--- config.mk ---
export PLATFORM = sky130hd
export DESIGN_NAME = mc_ctrl
export DESIGN_NICKNAME = d
export VERILOG_FILES = /design/src/rtl/mc_ctrl_pkg.sv /design/src/rtl/mc_ctrl_decode.sv /design/src/rtl/mc_ctrl.sv
export SDC_FILE = /design/constraint.sdc
export NUM_CORES = 1
export LEC_CHECK = 0
export ABC_CLOCK_PERIOD_IN_PS = 2200
export BUFFER_PORTS_ARGS = -buffer_cell sky130_fd_sc_hd__buf_2
export CAP_MARGIN = 10
export CORE_MARGIN = 5
export CORE_UTILIZATION = 42
export CTS_CLUSTER_DIAMETER = 100
export DETAILED_ROUTE_END_ITERATION = 10
export PLACE_DENSITY = 0.85
export SLEW_MARGIN = 20
export SYNTH_ARGS = -nofsm -noshare
export SYNTH_HDL_FRONTEND = slang
export SYNTH_HIERARCHICAL = 1
export SYNTH_SLANG_ARGS = --single-unit
--- constraint.sdc ---
create_clock -name clk -period 2.2 [get_ports clk]
set_input_delay 0.33 -clock clk [delete_from_list [all_inputs] [get_ports clk]]
set_output_delay 0.33 -clock clk [all_outputs]
set_load 0.02 [all_outputs]
--- src/rtl/mc_ctrl_pkg.sv ---
// Shared constants for the multi-cycle MIPS-lite control unit: opcodes, functs,
// FSM state codes (FETCH=0), ALU codes, datapath mux encodings and the decode class.
package mc_ctrl_pkg;

  localparam logic [5:0] OP_RTYPE = 6'h00;
  localparam logic [5:0] OP_J     = 6'h02;
  localparam logic [5:0] OP_JAL   = 6'h03;
  localparam logic [5:0] OP_BEQ   = 6'h04;
  localparam logic [5:0] OP_ORI   = 6'h0d;
  localparam logic [5:0] OP_LUI   = 6'h0f;
  localparam logic [5:0] OP_LW    = 6'h23;
  localparam logic [5:0] OP_SW    = 6'h2b;

  localparam logic [5:0] FN_ADDU  = 6'h21;
  localparam logic [5:0] FN_SUBU  = 6'h23;

  // Base 4-bit codes; the top widens them to its STATE_W.
  localparam logic [3:0] S_FETCH    = 4'd0;
  localparam logic [3:0] S_DECODE   = 4'd1;
  localparam logic [3:0] S_EXEC_R   = 4'd2;
  localparam logic [3:0] S_R_WB     = 4'd3;
  localparam logic [3:0] S_EXEC_I   = 4'd4;
  localparam logic [3:0] S_I_WB     = 4'd5;
  localparam logic [3:0] S_MEM_ADDR = 4'd6;
  localparam logic [3:0] S_MEM_RD   = 4'd7;
  localparam logic [3:0] S_MEM_WB   = 4'd8;
  localparam logic [3:0] S_MEM_WR   = 4'd9;
  localparam logic [3:0] S_BRANCH   = 4'd10;
  localparam logic [3:0] S_JUMP     = 4'd11;
  localparam logic [3:0] S_TRAP     = 4'd12;

  localparam logic [2:0] ALU_ADD = 3'd0;
  localparam logic [2:0] ALU_SUB = 3'd1;
  localparam logic [2:0] ALU_AND = 3'd2;
  localparam logic [2:0] ALU_OR  = 3'd3;
  localparam logic [2:0] ALU_LUI = 3'd4;

  localparam logic [1:0] SRCB_RT     = 2'b00;
  localparam logic [1:0] SRCB_4      = 2'b01;
  localparam logic [1:0] SRCB_IMM    = 2'b10;
  localparam logic [1:0] SRCB_IMM_SH = 2'b11;

  localparam logic [1:0] PCSRC_SEQ = 2'b00;
  localparam logic [1:0] PCSRC_BR  = 2'b01;
  localparam logic [1:0] PCSRC_JMP = 2'b10;

  localparam logic [1:0] RDST_RT = 2'b00;
  localparam logic [1:0] RDST_RD = 2'b01;
  localparam logic [1:0] RDST_RA = 2'b10;

  localparam logic [1:0] WB_ALU = 2'b00;
  localparam logic [1:0] WB_MDR = 2'b01;
  localparam logic [1:0] WB_PC  = 2'b10;

  typedef struct packed {
    logic r;
    logic i;
    logic lw;
    logic sw;
    logic beq;
    logic j;
    logic jal;
    logic ill;
  } iclass_t;

endpackage

--- src/rtl/mc_ctrl_decode.sv ---
// Combinational instruction classifier: one-hot class plus ALU op for the EXEC states.
// jal is a legal class only when MC_CTRL_JAL_EN is defined; otherwise it classifies as illegal.
module mc_ctrl_decode
  import mc_ctrl_pkg::*;
#(
  parameter int ALU_CTL_W = 4
) (
  input  logic [31:0]          instr,
  output iclass_t              iclass,
  output logic [ALU_CTL_W-1:0] alu_ctl
);

  logic [5:0] op;
  logic [5:0] fn;
  logic       unused_bits;

  assign op          = instr[31:26];
  assign fn          = instr[5:0];
  assign unused_bits = ^instr[25:6];

  always_comb begin
    iclass  = '0;
    alu_ctl = ALU_CTL_W'(ALU_ADD);
    case (op)
      OP_RTYPE: begin
        if (fn == FN_ADDU) begin
          iclass.r = 1'b1;
        end else if (fn == FN_SUBU) begin
          iclass.r = 1'b1;
          alu_ctl  = ALU_CTL_W'(ALU_SUB);
        end else begin
          iclass.ill = 1'b1;
        end
      end
      OP_ORI: begin
        iclass.i = 1'b1;
        alu_ctl  = ALU_CTL_W'(ALU_OR);
      end
      OP_LUI: begin
        iclass.i = 1'b1;
        alu_ctl  = ALU_CTL_W'(ALU_LUI);
      end
      OP_LW:  iclass.lw  = 1'b1;
      OP_SW:  iclass.sw  = 1'b1;
      OP_BEQ: iclass.beq = 1'b1;
      OP_J:   iclass.j   = 1'b1;
`ifdef MC_CTRL_JAL_EN
      OP_JAL: iclass.jal = 1'b1;
`endif
      default: iclass.ill = 1'b1;
    endcase
  end

endmodule

--- src/rtl/mc_ctrl.sv ---
// Multi-cycle MIPS-lite control FSM; memory states wait on mem_ready, TRAP holds until reset.
// Outputs are forced to 0 while rst_n is low. Optional jal support via MC_CTRL_JAL_EN.
module mc_ctrl
  import mc_ctrl_pkg::*;
#(
  parameter int ALU_CTL_W = 4,
  parameter int STATE_W   = 4
) (
  input  logic                 clk,
  input  logic                 rst_n,
  input  logic [31:0]          instr,
  input  logic                 mem_ready,
  input  logic                 alu_zero,
  output logic                 mem_req,
  output logic                 mem_we,
  output logic                 i_or_d,
  output logic                 ir_write,
  output logic                 pc_write,
  output logic [1:0]           pc_src,
  output logic                 alu_src_a,
  output logic [1:0]           alu_src_b,
  output logic                 ext_zero,
  output logic [ALU_CTL_W-1:0] alu_ctl,
  output logic                 reg_write,
  output logic [1:0]           reg_dst,
  output logic [1:0]           wb_sel,
  output logic                 illegal,
  output logic [STATE_W-1:0]   state_o
);

  logic [STATE_W-1:0]   state;
  logic [STATE_W-1:0]   nxt;
  iclass_t              iclass;
  logic [ALU_CTL_W-1:0] dec_alu;

  mc_ctrl_decode #(.ALU_CTL_W(ALU_CTL_W)) u_decode (
    .instr   (instr),
    .iclass  (iclass),
    .alu_ctl (dec_alu)
  );

  always_ff @(posedge clk or negedge rst_n) begin
    if (!rst_n) state <= STATE_W'(S_FETCH);
    else        state <= nxt;
  end

  always_comb begin
    nxt = STATE_W'(S_FETCH);
    case (state)
      STATE_W'(S_FETCH):    nxt = mem_ready ? STATE_W'(S_DECODE) : STATE_W'(S_FETCH);
      STATE_W'(S_DECODE): begin
        if (iclass.r)                  nxt = STATE_W'(S_EXEC_R);
        else if (iclass.i)             nxt = STATE_W'(S_EXEC_I);
        else if (iclass.lw | iclass.sw) nxt = STATE_W'(S_MEM_ADDR);
        else if (iclass.beq)           nxt = STATE_W'(S_BRANCH);
        else if (iclass.j | iclass.jal) nxt = STATE_W'(S_JUMP);
        else                           nxt = STATE_W'(S_TRAP);
      end
      STATE_W'(S_EXEC_R):   nxt = STATE_W'(S_R_WB);
      STATE_W'(S_EXEC_I):   nxt = STATE_W'(S_I_WB);
      STATE_W'(S_MEM_ADDR): nxt = iclass.lw ? STATE_W'(S_MEM_RD) : STATE_W'(S_MEM_WR);
      STATE_W'(S_MEM_RD):   nxt = mem_ready ? STATE_W'(S_MEM_WB) : STATE_W'(S_MEM_RD);
      STATE_W'(S_MEM_WR):   nxt = mem_ready ? STATE_W'(S_FETCH) : STATE_W'(S_MEM_WR);
      STATE_W'(S_TRAP):     nxt = STATE_W'(S_TRAP);
      default:              nxt = STATE_W'(S_FETCH);
    endcase
  end

  // Everything stays 0 while reset is held, even though the state reads FETCH.
  always_comb begin
    mem_req   = 1'b0;
    mem_we    = 1'b0;
    i_or_d    = 1'b0;
    ir_write  = 1'b0;
    pc_write  = 1'b0;
    pc_src    = PCSRC_SEQ;
    alu_src_a = 1'b0;
    alu_src_b = SRCB_RT;
    ext_zero  = 1'b0;
    alu_ctl   = ALU_CTL_W'(ALU_ADD);
    reg_write = 1'b0;
    reg_dst   = RDST_RT;
    wb_sel    = WB_ALU;
    illegal   = 1'b0;
    state_o   = '0;
    if (rst_n) begin
      state_o = state;
      case (state)
        STATE_W'(S_FETCH): begin
          mem_req   = 1'b1;
          alu_src_b = SRCB_4;
          ir_write  = mem_ready;
          pc_write  = mem_ready;
        end
        STATE_W'(S_DECODE): alu_src_b = SRCB_IMM_SH;
        STATE_W'(S_EXEC_R): begin
          alu_src_a = 1'b1;
          alu_ctl   = dec_alu;
        end
        STATE_W'(S_R_WB): begin
          reg_write = 1'b1;
          reg_dst   = RDST_RD;
        end
        STATE_W'(S_EXEC_I): begin
          alu_src_a = 1'b1;
          alu_src_b = SRCB_IMM;
          ext_zero  = 1'b1;
          alu_ctl   = dec_alu;
        end
        STATE_W'(S_I_WB): reg_write = 1'b1;
        STATE_W'(S_MEM_ADDR): begin
          alu_src_a = 1'b1;
          alu_src_b = SRCB_IMM;
        end
        STATE_W'(S_MEM_RD): begin
          mem_req = 1'b1;
          i_or_d  = 1'b1;
        end
        STATE_W'(S_MEM_WB): begin
          reg_write = 1'b1;
          wb_sel    = WB_MDR;
        end
        STATE_W'(S_MEM_WR): begin
          mem_req = 1'b1;
          mem_we  = 1'b1;
          i_or_d  = 1'b1;
        end
        STATE_W'(S_BRANCH): begin
          alu_src_a = 1'b1;
          alu_ctl   = ALU_CTL_W'(ALU_SUB);
          pc_src    = PCSRC_BR;
          pc_write  = alu_zero;
        end
        STATE_W'(S_JUMP): begin
          pc_write  = 1'b1;
          pc_src    = PCSRC_JMP;
          reg_write = iclass.jal;
          reg_dst   = iclass.jal ? RDST_RA : RDST_RT;
          wb_sel    = iclass.jal ? WB_PC : WB_ALU;
        end
        STATE_W'(S_TRAP): illegal = 1'b1;
        default: ;
      endcase
    end
  end

endmodule

==> impl_metrics.csv <==
group,metric,value,unit
detailed_routing,drcViolationCount,0,
placement,place_ws,0.361,ns
critical_path,reg2reg_slack,0.44,ns
floorplan,rows,15,
placement,gp_congestion,0.795,
detailed_routing,wire_per_inst,13.0,um
hold_path,min_path_cells,3,
critical_path,cp-start-kind,"flop",
critical_path,slowest_delay,0.58,ns
power,p_leak,0.491,nW
yosys,netlist_instances,110,
critical_path,cp_max_fo,16,
sta,relSlewSlack,52.0,%
sta,finalCritPeriodShare,92.6,%
clocking,cts_tree,"done",
hold_path,hold_start,"mem_ready",
grt,grt_usage,15.7,%
detailed_routing,first_iter_violations,18,
sta,finalSetupViolations,0,
critical_path,endpoint_kind,"output pin",
clocking,cts_max_level,1,
grt,grt_max_degree,21,
clocking,cts.reportedPaths.clkPinSlew,0.04,ns
sta,finalCriticalPeriod,2.04,ns
floorplan,core-area,1690,um^2
finish,fillCellCount,163,
critical_path,arrival,1.71,ns
detailed_routing,firstDrtPassIters,4,
clocking,cts_max_path_buffers,2,
sta,whs,0.523,ns
sta,hold_viol,0,
critical_path,crit_chain,"or4b_1, o31ai_1, a31oi_1, nor2_1, buf_2",
sta,tns,0,ns
hold_path,hp-class,"in2reg",
floorplan,initial_utilization,43.0,%
sta,fmax,491,MHz
critical_path,crit_slowest_cell,"dfrtp_1",
floorplan,fp.dieH,51.6,um
clocking,clock-sinks,4,
grt,gr-total-overflow,0,
finish,nets,184,
finish,area_growth,29.3,%
finish,reg_top3,"state x4",
run,cap_violations,0,
finish,seq_area,101,um^2
critical_path,reg2regPathDepth,5,
sta,rsz0062_at_grt,"no",
finish,multi_input_area,557,um^2
finish,post-route-util,55.6,%
hold_path,holdPathEnd,"state[0]",
clocking,numCtsBuffers,3,
finish,largest_reg_flops,4,
critical_path,path_class,"reg2out",
finish,regMostFlops,"state",
yosys,syn_area,726,um^2
detailed_routing,routed_via_density,5.59,
floorplan,die_area,2660,um^2
sta,tightest_slew,0.713,ns
sta,slew_violations,0,
clocking,cts-root-buf,"clkbuf_4",
grt,grt_pass1_vias,811,
finish,drive_above_1_share,33.6,%
grt,grt_pass1_wl,3280,um
detailed_routing,num_vias,911,
critical_path,crit_required,1.87,ns
critical_path,rr_startpoint,"state[1]",
yosys,yosys_warnings,6,
power,power_density,1100,nW/um^2
critical_path,r2r_end,"state[0]",
floorplan,die_w,51.6,um
outcome,status,"finished clean",
placement,dp_hpwl,1650,um
clocking,post_cts_buffers,0,
power,peakVddDrop,0.000722,V
detailed_routing,ant_nets,0,
placement,port_buffers,37,
detailed_routing,routed_wl,2110,um
finish,n_antenna_cell,0,
yosys,synth_area_per_cell,6.60,um^2
grt,antenna_found_initial,0,
sta,setup_slack,0.162,ns
clocking,insertion_delay,0.23,ns
floorplan,io_pins,61,
sta,fin_worst_skew,0.00201,ns
-- how the worst max path moves through the flow --
stage,depth (start not counted),slack [ns],from,endpoint
finish,5,0.16,state[3],reg_write
global route,5,0.02,state[3],reg_write
CTS,5,0.13,state[2],reg_write
detailed placement,6,0.36,instr[30],alu_ctl[0]
global placement,5,0.40,state[2],reg_write
floorplan,4,0.001,state[2],alu_src_a
-- where the power goes --
group	switching, W	internal, W	leakage [nW]
Clock	0.0000285	0.0000609	0.0138
Combinational	0.000438	0.000295	0.427
Sequential	0.0000953	0.000111	0.0500
-- cell usage in the layout (no fill, tap or decap), types with 3 or more instances in the layout --
cell type   n
a21oi_1     5
and3_1      4
buf_2      37
nor2_1     15
nand2b_1    8
inv_1       6
nand2_1     7
nor3_1      6
o21ai_0     5
and2_1      7
dfrtp_1     3
nor4_1      3
clkbuf_4    3
-- routing by layer --
metal | part of all wire, % | vias up | global-route usage, %
li1 | - | 464 | -
met4 | 0.71 | 0 | 7.86
met2 | 51 | 37 | 28.2
met1 | 40 | 408 | 18.4
met5 | 0 | - | 0
met3 | 7.5 | 2 | 1.72
-- area by class of cell --
class / instances / share of cell area [%]
flip-flops and latches: 4 / 10.8
inverters: 7 / 2.80
multi-input cells: 92 / 59.3
clock buffers: 3 / 2.40
well taps: 17 / 2.27
repair buffers: 40 / 22.4
-- metrics by stage --
step                      instance area, um^2  instances  power (W)
final                                     938        163    0.00103
after floorplan                           729        111   0.000746
after global routing                      938        163    0.00112
after CTS                                 937        163    0.00103
after detailed placement                  905        159   0.000930
after global placement                    905        159   0.000908
-- timing repair --
| action | 4_1_cts | 5_1_grt |
|---|---|---|
| hold buffers | 1 | 0 |
| setup endpoints to repair | 0 | 1 |
| endpoints found under the hold margin | 4 | 0 |
| gates resized for setup | 0 | 1 |
-- critical path, delay by kind of cell, from the launching register on --
kind                   cells  cell delay, ns
AO/OA/AOI/OAI              2            0.16
buffers and inverters      1            0.17
flip-flops                 1            0.58
AND/OR/NAND/NOR            2            0.57
Power figures use the tool's default switching activity.
